--- config.mk ---
export PLATFORM = sky130hd
export DESIGN_NAME = divider_issue_unit
export DESIGN_NICKNAME = d
export VERILOG_FILES = /design/src/rtl/divider_issue_unit.sv
export SDC_FILE = /design/constraint.sdc
export NUM_CORES = 1
export LEC_CHECK = 0
export CORE_UTILIZATION = 29
export DETAILED_ROUTE_END_ITERATION = 8
export GPL_ROUTABILITY_DRIVEN = 0
export PLACE_DENSITY = 0.49
export SYNTH_ARGS = -nofsm -noshare
export SYNTH_HDL_FRONTEND = slang
export SYNTH_SLANG_ARGS = --single-unit
--- constraint.sdc ---
create_clock -name Clock -period 3.2 [get_ports Clock]
set_clock_uncertainty 0.15 [all_clocks]
set_input_delay 0.32 -clock Clock [delete_from_list [all_inputs] [get_ports Clock]]
set_output_delay 0.32 -clock Clock [all_outputs]
set_load 0.02 [all_outputs]
--- src/rtl/divider_issue_unit.sv ---
// Front-end sequencer for the repeated-subtraction divider: buffers operand pairs,
// issues one Req per operation, intercepts divide-by-zero and aborts hung operations.
module divider_issue_unit #(
    parameter int WIDTH   = 8,
    parameter int DEPTH   = 2,
    parameter int TIMEOUT = 300
) (
    input  logic             Clock,
    input  logic             nReset,

    input  logic             InValid,
    output logic             InReady,
    input  logic [WIDTH-1:0] InDividend,
    input  logic [WIDTH-1:0] InDivisor,

    output logic             OutValid,
    input  logic             OutReady,
    output logic [WIDTH-1:0] OutQuotient,
    output logic [WIDTH-1:0] OutRemainder,
    output logic             OutDivZero,
    output logic             OutTimeout,

    output logic             Req,
    output logic [WIDTH-1:0] Dividend,
    output logic [WIDTH-1:0] Divisor,
    output logic             DivClear,
    input  logic             Done,
    input  logic [WIDTH-1:0] Quotient,
    input  logic [WIDTH-1:0] Remainder
);

    localparam int PW = (DEPTH > 1) ? $clog2(DEPTH) : 1;
    localparam int CW = $clog2(DEPTH + 1);
    localparam int WW = $clog2(TIMEOUT + 1);

    typedef enum logic [2:0] {
        IDLE,
        ISSUE,
        WAIT,
        ZERO,
        ABORT,
        HOLD
    } state_t;

    state_t           state;

    logic [WIDTH-1:0] fifo_dividend [DEPTH];
    logic [WIDTH-1:0] fifo_divisor  [DEPTH];
    logic [PW-1:0]    wr_ptr;
    logic [PW-1:0]    rd_ptr;
    logic [CW-1:0]    count;
    logic [WIDTH-1:0] head_dividend;
    logic [WIDTH-1:0] head_divisor;
    logic             push;
    logic             pop;

    logic [WW-1:0]    watchdog;
    logic             abort_phase;

    assign InReady       = (count < CW'(DEPTH));
    assign push          = InValid && InReady;
    // The head leaves the FIFO only at the IDLE->ISSUE / IDLE->ZERO decision.
    assign pop           = (state == IDLE) && (count != '0);
    assign head_dividend = fifo_dividend[rd_ptr];
    assign head_divisor  = fifo_divisor[rd_ptr];

    // NOTE: storage needs no reset; an entry is only read once count says it was written.
    always_ff @(posedge Clock) begin
        if (push) begin
            fifo_dividend[wr_ptr] <= InDividend;
            fifo_divisor[wr_ptr]  <= InDivisor;
        end
    end

    // NOTE: sequential state uses non-blocking assignments so every register samples pre-edge values.
    always_ff @(posedge Clock or negedge nReset) begin
        if (!nReset) begin
            wr_ptr <= '0;
            rd_ptr <= '0;
            count  <= '0;
        end else begin
            if (push) begin
                wr_ptr <= wr_ptr + PW'(1);
            end
            if (pop) begin
                rd_ptr <= rd_ptr + PW'(1);
            end
            case ({push, pop})
                2'b10:   count <= count + CW'(1);
                2'b01:   count <= count - CW'(1);
                default: count <= count;
            endcase
        end
    end

    always_ff @(posedge Clock or negedge nReset) begin
        if (!nReset) begin
            state        <= IDLE;
            Req          <= 1'b0;
            Dividend     <= '0;
            Divisor      <= '0;
            DivClear     <= 1'b0;
            watchdog     <= '0;
            abort_phase  <= 1'b0;
            OutValid     <= 1'b0;
            OutQuotient  <= '0;
            OutRemainder <= '0;
            OutDivZero   <= 1'b0;
            OutTimeout   <= 1'b0;
        end else begin
            case (state)
                IDLE: begin
                    if (pop) begin
                        Dividend <= head_dividend;
                        Divisor  <= head_divisor;
                        if (head_divisor == '0) begin
                            state <= ZERO;
                        end else begin
                            Req   <= 1'b1;
                            state <= ISSUE;
                        end
                    end
                end

                ISSUE: begin
                    Req      <= 1'b0;
                    watchdog <= '0;
                    state    <= WAIT;
                end

                WAIT: begin
                    // A Done arriving on the last watchdog cycle still counts as a normal finish.
                    if (Done) begin
                        OutQuotient  <= Quotient;
                        OutRemainder <= Remainder;
                        OutDivZero   <= 1'b0;
                        OutTimeout   <= 1'b0;
                        OutValid     <= 1'b1;
                        state        <= HOLD;
                    end else if (watchdog == WW'(TIMEOUT - 1)) begin
                        DivClear    <= 1'b1;
                        abort_phase <= 1'b0;
                        state       <= ABORT;
                    end else begin
                        watchdog <= watchdog + WW'(1);
                    end
                end

                ZERO: begin
                    OutQuotient  <= '1;
                    OutRemainder <= Dividend;
                    OutDivZero   <= 1'b1;
                    OutTimeout   <= 1'b0;
                    OutValid     <= 1'b1;
                    state        <= HOLD;
                end

                ABORT: begin
                    // DivClear stays high across both ABORT cycles to flush the divider.
                    if (!abort_phase) begin
                        abort_phase <= 1'b1;
                    end else begin
                        abort_phase  <= 1'b0;
                        DivClear     <= 1'b0;
                        OutQuotient  <= '1;
                        OutRemainder <= '1;
                        OutDivZero   <= 1'b0;
                        OutTimeout   <= 1'b1;
                        OutValid     <= 1'b1;
                        state        <= HOLD;
                    end
                end

                HOLD: begin
                    if (OutReady) begin
                        OutValid   <= 1'b0;
                        OutDivZero <= 1'b0;
                        OutTimeout <= 1'b0;
                        state      <= IDLE;
                    end
                end

                default: begin
                    Req      <= 1'b0;
                    DivClear <= 1'b0;
                    state    <= IDLE;
                end
            endcase
        end
    end

endmodule

==> results of run 1 <==
==> worst max-delay path by stage <==
stage / start / to / slack (ns) / depth (start not counted)
after floorplan: state[1] / count[1] / 1.02 / 7
after global placement: Done / watchdog[3] / 0.93 / 5
after global routing: state[0] / OutQuotient[3] / 0.65 / 4
after CTS: state[0] / OutQuotient[3] / 0.88 / 4
after detailed placement: state[0] / OutQuotient[3] / 0.90 / 4
final: state[0] / OutQuotient[3] / 0.90 / 4
==> area by class of cell <==
| cell class | count | area (µm²) | share of cell area [%] |
|---|---|---|---|
| multi-input combinational | 179 | 1160 | 24.4 |
| timing repair buffer | 81 | 791 | 16.6 |
| inverter | 6 | 22.5 | 0.472 |
| sequential | 86 | 2310 | 48.5 |
| clock inverter | 6 | 68.8 | 1.44 |
| tap | 147 | 184 | 3.86 |
| clock buffer | 10 | 229 | 4.80 |
==> tightest hold or removal path, delay by kind of cell (launching register included) <==
| family | cells | cell delay (ns) |
|---|---|---|
| DFF | 1 | 0.35 |
| AOI/OAI and AO/OA | 1 | 0.06 |
| and+or+nand+nor | 1 | 0.04 |
==> per-stage QoR <==
stage	hold slack, ns	instance area (µm²)
6_report	0.331	4770
5_1_grt	0.370	4770
4_1_cts	0.345	4770
3_5_place_dp	0.202	4460
3_3_place_gp	0.202	4460
2_1_floorplan	-0.126	3570
==> state kept, by name (all words and copies together) (netlist names) <==
signal and count:
DivClear 1, Dividend 8, Divisor 8, OutDivZero 1, OutQuotient 8, OutRemainder 8
OutTimeout 1, OutValid 1, Req 1, abort_phase 1, count 2, fifo_dividend 16
fifo_divisor 16, rd_ptr 1, state 3, watchdog 9, wr_ptr 1
==> routing by layer <==
| layer | wire length, µm | up-vias | global-route usage [%] |
|---|---|---|---|
| met3 | 493 | 9 | 3.64 |
| met4 | 112 | 0 | 4.74 |
| li1 | - | 1197 | - |
| met1 | 3580 | 1195 | 17.3 |
| met5 | 0 | - | 0 |
| met2 | 3810 | 78 | 22.1 |
==> repair_timing <==
| item | in CTS | in global routing |
|---|---|---|
| hold buffers | 1 | 0 |
| endpoints found under the setup margin | 0 | 0 |
| buffers inserted | 0 | 0 |
| endpoints found under the hold margin | 54 | 0 |
==> cell usage in the layout, fill, tap and decap left out, types with 8 or more instances in the layout <==
cell type        count
a21oi_1             25
clkbuf_16            9
clkdlybuf4s50_1     73
dfrtp_1             54
edfxtp_1            32
mux2i_1             22
nand2_1             14
nor2_1              36
o22a_1               9
xnor2_1              8
==> kinds of logic (layout without fill, tap and decap cells) <==
family / Yosys count / count (layout) / share of synthesized area (%)
AOI/OAI and AO/OA: 59 / 59 / 11.0
xor gates and xnor gates: 9 / 9 / 2.21
adders and majority gates: 3 / 3 / 1.05
buffers and inverters: 20 / 103 / 2.80
DFF: 86 / 86 / 64.8
muxes: 24 / 24 / 6.80
and+or+nand+nor: 84 / 84 / 11.4
==> where the power goes <==
group	total (mW)	switching (mW)	internal (mW)
combinational	1.80	0.957	0.847
sequential	1.79	0.287	1.51
clock	1.04	0.433	0.611
==> tab_implementation.tex, run 1 <==
\begin{tabular}{lr}
\hline
Metric & Value \\
\hline
\multicolumn{2}{l}{\textbf{Power and ir drop}} \\
Peak VDD IR & 0.000463 V \\
Overall power after layout & around 4.6 mW \\
Static leakage & approximately 1.8 nW \\
Pwr/cell area & around 970 nW/µm² \\
\multicolumn{2}{l}{\textbf{Global route}} \\
Initial antenna violation count & 0 \\
Total congestion overflow & 0 \\
Total Routing Usage GR & 13.5\% \\
Wire length of the first global-routing pass & 13.4 mm \\
Maximum number of pins on one net before global-route repair & 34 \\
Vias in the first global route & 2,608 \\
\multicolumn{2}{l}{\textbf{Cells and area}} \\
Fraction of layout cells with a size suffix above 1 & 7.88\% \\
End-of-flow core utilization & 39.7\% \\
Final antenna diode count & 0 \\
Filler instances & 1,149 \\
Non-filler instance count after layout & about 500 \\
Area growth from synthesis to layout & 33.5\% \\
Final layout net count & 403 \\
\multicolumn{2}{l}{\textbf{Clocking}} \\
H-Tree Level Count & 3 \\
Clock buffer count from CTS & 9 \\
Number of gates given a new drive strength after cts & 0 \\
Clock transition at the register clock pins on the worst setup and hold paths after CTS & roughly 0.06 ns \\
Clk Tree Root Cell & clkbuf\_16 \\
Clock sink total & between 80 and 90 \\
Worst skew pair latency & 0.34 ns \\
Clock tree from TritonCTS & built \\
Number of buffers on the longest clock path & 2 \\
\multicolumn{2}{l}{\textbf{STA}} \\
Rel. slew slack & 44.7\% \\
Unrepaired setup endpoints after global routing & false \\
Fraction of the cycle the final worst path needs & 72.0\% \\
Number of setup violations in the final report & 0 \\
Number of hold-slack violations in the final timing report & 0 \\
Slew Limit Fails & 0 \\
Slew @ Worst Pin & a little over 0.8 ns \\
Total Negative Setup Slacks & 0 ns \\
Highest achievable clock rate & 434 MHz \\
Post-layout min period & between 2 and 2.5 ns \\
Crit path setup slack, layout & 0.897 ns \\
\multicolumn{2}{l}{\textbf{Floorplanning}} \\
Die ar. & 12,800 µm² \\
Number of top-level pins & 75 \\
Chip Height & 113 µm \\
Die X & 113 µm \\
FP Rows & 40 \\
Area of the core region & 12,000 µm² \\
Starting density of the core & 29.7\% \\
\multicolumn{2}{l}{\textbf{Logic synthesis}} \\
Sequential area share after synthesis & 64.8\% \\
Number of synthesized flops with an enable pin & 32 \\
Most frequently used cell type in the post-synthesis netlist & dfrtp\_1 \\
Flip-flop and latch count after synthesis & 86 \\
Commonest cells post-synth & dfrtp\_1, nor2\_1, edfxtp\_1 \\
Cell types with the largest area share after synthesis & dfrtp\_1, edfxtp\_1, mux2i\_1 \\
Synth async-reset ratio & between 60\% and 70\% \\
Cell taking the most area after synthesis & dfrtp\_1 \\
Warning count from the yosys run & 0 \\
Flip-flop cell with the highest count after synthesis & dfrtp\_1 \\
Unique masters post-synth & 43 \\
Avg Synthesized Cell Area & roughly 13 µm² \\
Fraction of synthesized cell area taken by the top area cell type & 37.8\% \\
Number of nets produced by synthesis & 325 \\
Post-synthesis instance total & 285 \\
Synth Cell Area & 3570 µm² \\
\multicolumn{2}{l}{\textbf{Setup path}} \\
Data arrival time at the worst-slack endpoint & 2.42 ns \\
Peak fanout along the critical path & 17 \\
Critical path's slowest cell & dfrtp\_1 \\
Maximum single-stage delay on the critical path & $\sim$0.65 ns \\
Worst r2r src & state[0] \\
Type of the worst setup path & reg -> reg \\
Data required time at the worst endpoint & 3.32 ns \\
Setup slack on the worst flop-to-flop path & 0.90 ns \\
Top cell family by delay on the critical path & simple AND/OR/NAND/NOR gates \\
Critical Path Source Type & flop \\
Capturing point of the worst reg2reg path & OutQuotient[3] \\
Kind of capture point of the worst setup path & flop \\
Number of buffer and inverter stages on the critical path & 0 \\
Worst r2r path cells & 4 \\
Cell Chain, Critical Path & nand3b\_1, o21ai\_1, nand2b\_1, o22a\_1 \\
\multicolumn{2}{l}{\textbf{Route}} \\
Number of detailed-routing iterations run before antenna repair & 4 \\
DR iter-0 viols & 65 \\
Overall via count from detail\_route & approximately 2,500 \\
Total routed wirelength & $\sim$8 mm \\
Post-route DRC violation count & 0 \\
Number of antenna-violating nets in the routed design & 0 \\
Routed length per placed instance & $\sim$16 µm \\
Average vias per placed instance & 4.81 \\
\multicolumn{2}{l}{\textbf{Worst hold path}} \\
Hold\_sp & DivClear \\
Kind of path behind the tightest hold check & reg -> reg \\
Hold-critical path endpoint & DivClear \\
Number of cells on the worst hold path & 2 \\
\multicolumn{2}{l}{\textbf{Placed design}} \\
Post-detail-place hpwl & 5.67 mm \\
Port Buffer Count & 74 \\
Placed instance count & 498 \\
Worst slack at placement & 0.897 ns \\
\multicolumn{2}{l}{\textbf{Job}} \\
Count of maximum capacitance violations & 0 \\
\multicolumn{2}{l}{\textbf{Outcome}} \\
Run status & completed \\
\hline
\end{tabular}
No activity file was read; power rests on OpenSTA's default activity.
==> run 2: changes to the inputs <==
==> constraint.sdc (replaced) <==
create_clock -name Clock -period 2.35 [get_ports Clock]
set_clock_uncertainty 0.15 [all_clocks]
set_input_delay 0.235 -clock Clock [delete_from_list [all_inputs] [get_ports Clock]]
set_output_delay 0.235 -clock Clock [all_outputs]
set_load 0.02 [all_outputs]
==> run 2 against run 1 <==
Compared with the run above: highest routed layer unchanged; global-route usage down 0.26 points; register-to-register slack worse by 0.60 ns; worst setup slack worse by 0.60 ns; sequential cell count stayed put; routed wire length shrank 0.62%; sequential share of layout area shrank 0.40 points; count of clock-buffer cells in the layout did not move; largest power group unchanged; first-iteration DRC count rose by 71%; critical path depth unchanged.
==> tab_implementation.tex, run 2 (same netlist as run 1, synthesis figures left out) <==
\begin{tabular}{lr}
\hline
Metric & Value \\
\hline
\multicolumn{2}{l}{\textbf{Global route}} \\
Initial antenna violation count & 0 (unchanged) \\
Total congestion overflow & 0 (unchanged) \\
Wire length of the first global-routing pass & 13.2 mm (-1.6\%) \\
Total Routing Usage GR & 13.3\% (-0.26 points) \\
Maximum number of pins on one net before global-route repair & 34 (unchanged) \\
Vias in the first global route & 2,611 (+0.12\%) \\
\multicolumn{2}{l}{\textbf{Placed design}} \\
Placed cell area & 4500 µm² (+0.84\%) \\
Port Buffer Count & 74 (unchanged) \\
Post-detail-place hpwl & 5.61 mm (-1.1\%) \\
Worst slack at placement & 0.111 ns (-0.786 ns) \\
\multicolumn{2}{l}{\textbf{Setup path}} \\
Worst r2r src & state[2] \\
Capturing point of the worst reg2reg path & watchdog[4] \\
Data required time at the worst endpoint & 2.41 ns (-0.91 ns) \\
Worst r2r path cells & 4 (unchanged) \\
Data arrival time at the worst-slack endpoint & 2.11 ns (-0.31 ns) \\
Critical Path Source Type & flop \\
Kind of capture point of the worst setup path & flop \\
Peak fanout along the critical path & 13 (-4) \\
Setup slack on the worst flop-to-flop path & 0.29 ns (-0.60 ns) \\
Type of the worst setup path & reg -> reg \\
\multicolumn{2}{l}{\textbf{Clocking}} \\
Number of buffers on the longest clock path & 2 (unchanged) \\
Worst skew pair latency & 0.34 ns (about the same) \\
Number of gates given a new drive strength after cts & 0 (unchanged) \\
Clock tree from TritonCTS & built \\
Clock transition at the register clock pins on the worst setup and hold paths after CTS & 0.06 ns (about the same) \\
Clock sink total & 86 (unchanged) \\
Clock buffer count from CTS & 9 (unchanged) \\
H-Tree Level Count & 3 (unchanged) \\
Clk Tree Root Cell & clkbuf\_16 \\
\multicolumn{2}{l}{\textbf{Floorplanning}} \\
Die X & 113 µm (unchanged) \\
Number of top-level pins & 75 (unchanged) \\
Starting density of the core & 29.7\% (unchanged) \\
Die ar. & 12,800 µm² (unchanged) \\
Chip Height & 113 µm (unchanged) \\
FP Rows & 40 (unchanged) \\
Area of the core region & 12,000 µm² (unchanged) \\
\multicolumn{2}{l}{\textbf{Cells and area}} \\
Largest registers & fifo\_dividend (16), fifo\_divisor (16), watchdog (9) \\
Area growth from synthesis to layout & 34.7\% \\
Final layout net count & 408 (+1.2\%) \\
Leading cell type in the layout, fill and taps excluded & clkdlybuf4s50\_1 \\
Most used cells in the layout excluding fill and tap cells & clkdlybuf4s50\_1, dfrtp\_1, nor2\_1 \\
Filler instances & 1,174 (+2.2\%) \\
Final antenna diode count & 0 (unchanged) \\
Final std cell area, no fill & 4810 µm² (+0.84\%) \\
Fraction of layout cells with a size suffix above 1 & 9.12\% (+1.2 points) \\
\multicolumn{2}{l}{\textbf{Route}} \\
DR iter-0 viols & 111 (+71\%) \\
Total routed wirelength & 7.95 mm (-0.62\%) \\
Number of detailed-routing iterations run before antenna repair & 4 (unchanged) \\
Number of antenna-violating nets in the routed design & 0 (unchanged) \\
Post-route DRC violation count & 0 (unchanged) \\
Overall via count from detail\_route & 2,465 (-0.56\%) \\
Average vias per placed instance & 4.74 (-1.5\%) \\
Routed length per placed instance & 15.3 µm (-1.6\%) \\
\multicolumn{2}{l}{\textbf{Worst hold path}} \\
Kind of path behind the tightest hold check & in -> async \\
\multicolumn{2}{l}{\textbf{STA}} \\
Total Negative Setup Slacks & 0 ns (unchanged) \\
Minimum hold slack & 0.237 ns (-0.0936 ns) \\
Number of hold-slack violations in the final timing report & 0 (unchanged) \\
Highest achievable clock rate & 486 MHz (+12\%) \\
Unrepaired setup endpoints after global routing & false \\
Rel. slew slack & 68.2\% (+23 points) \\
Number of setup violations in the final report & 0 (unchanged) \\
Post-layout min period & 2.06 ns (-0.246 ns) \\
Crit path setup slack, layout & 0.294 ns (-0.604 ns) \\
Slew @ Worst Pin & 0.477 ns (-0.352 ns) \\
Fraction of the cycle the final worst path needs & 87.5\% (+16 points) \\
Slew Limit Fails & 0 (unchanged) \\
\multicolumn{2}{l}{\textbf{Outcome}} \\
Run status & completed \\
\multicolumn{2}{l}{\textbf{Job}} \\
Count of maximum capacitance violations & 0 (unchanged) \\
\multicolumn{2}{l}{\textbf{Power and ir drop}} \\
Static leakage & 1.86 nW (+1.4\%) \\
Peak VDD IR & 0.000469 V (+1.3\%) \\
Pwr/cell area & 1320 nW/µm² (+36\%) \\
Overall power after layout & 6.36 mW (+37\%) \\
\hline
\end{tabular}
==> run 2: cell count changes in the layout (fill, tap and decap cells not counted), sizes merged <==
cell | before | now
buf | 7 | 12
==> run 2: area by class of cell <==
cell class | instances | area (µm²) | area share, %
clock inverter | 6 | 71.3 | 1.48
sequential | 86 | 2310 | 48.1
timing repair buffer | 86 | 828 | 17.2
multi-input combinational | 179 | 1160 | 24.1
tap | 147 | 184 | 3.83
inverter | 6 | 22.5 | 0.468
clock buffer | 10 | 229 | 4.76
==> run 2: worst max-delay path by stage <==
stage / start / cells past startpoint / slack [ns] / end
5_1_grt: state[2] / 4 / 0.17 / watchdog[3]
3_3_place_gp: Done / 5 / 0.17 / watchdog[3]
2_1_floorplan: state[1] / 7 / 0.17 / count[1]
6_report: state[2] / 4 / 0.29 / watchdog[4]
4_1_cts: state[2] / 4 / 0.28 / watchdog[4]
3_5_place_dp: Done / 5 / 0.11 / watchdog[4]
==> run 2: repair_timing <==
item | CTS | global route
hold buffers | 1 | 0
endpoints found under the hold margin | 19 | 0
setup buffers | 0 | 0
==> run 2: metrics by stage <==
stage / utilization, % / cells
floorplan: - / 285
global placement: 37.4 / 503
detailed placement: 37.4 / 503
CTS: 40.0 / 520
global route: 40.0 / 520
finish: 40.0 / 520
==> run 2: layer usage <==
metal | GRT usage (%) | routed length (µm) | share of wire [%] | vias to the layer above
met1 | 17.7 | 3790 | 48 | 1182
met4 | 4.47 | 102 | 1.3 | 0
li1 | - | - | - | 1205
met2 | 20.6 | 3640 | 46 | 69
met3 | 3.96 | 424 | 5.3 | 9
met5 | 0 | 0 | 0 | -
==> run 2: critical path, stage by stage, from the launching register on <==
cell and delay (ns):
dfrtp_1 0.50, or4b_4 0.63, a41oi_4 0.34, nand4_1 0.16, mux2i_1 0.15
==> run 2: power breakdown <==
group	switching, mW	internal [mW]	leakage [nW]
Sequential	0.346	2.05	0.921
Clock	0.604	0.836	0.145
Combinational	1.34	1.19	0.798
Total	2.29	4.07	1.86
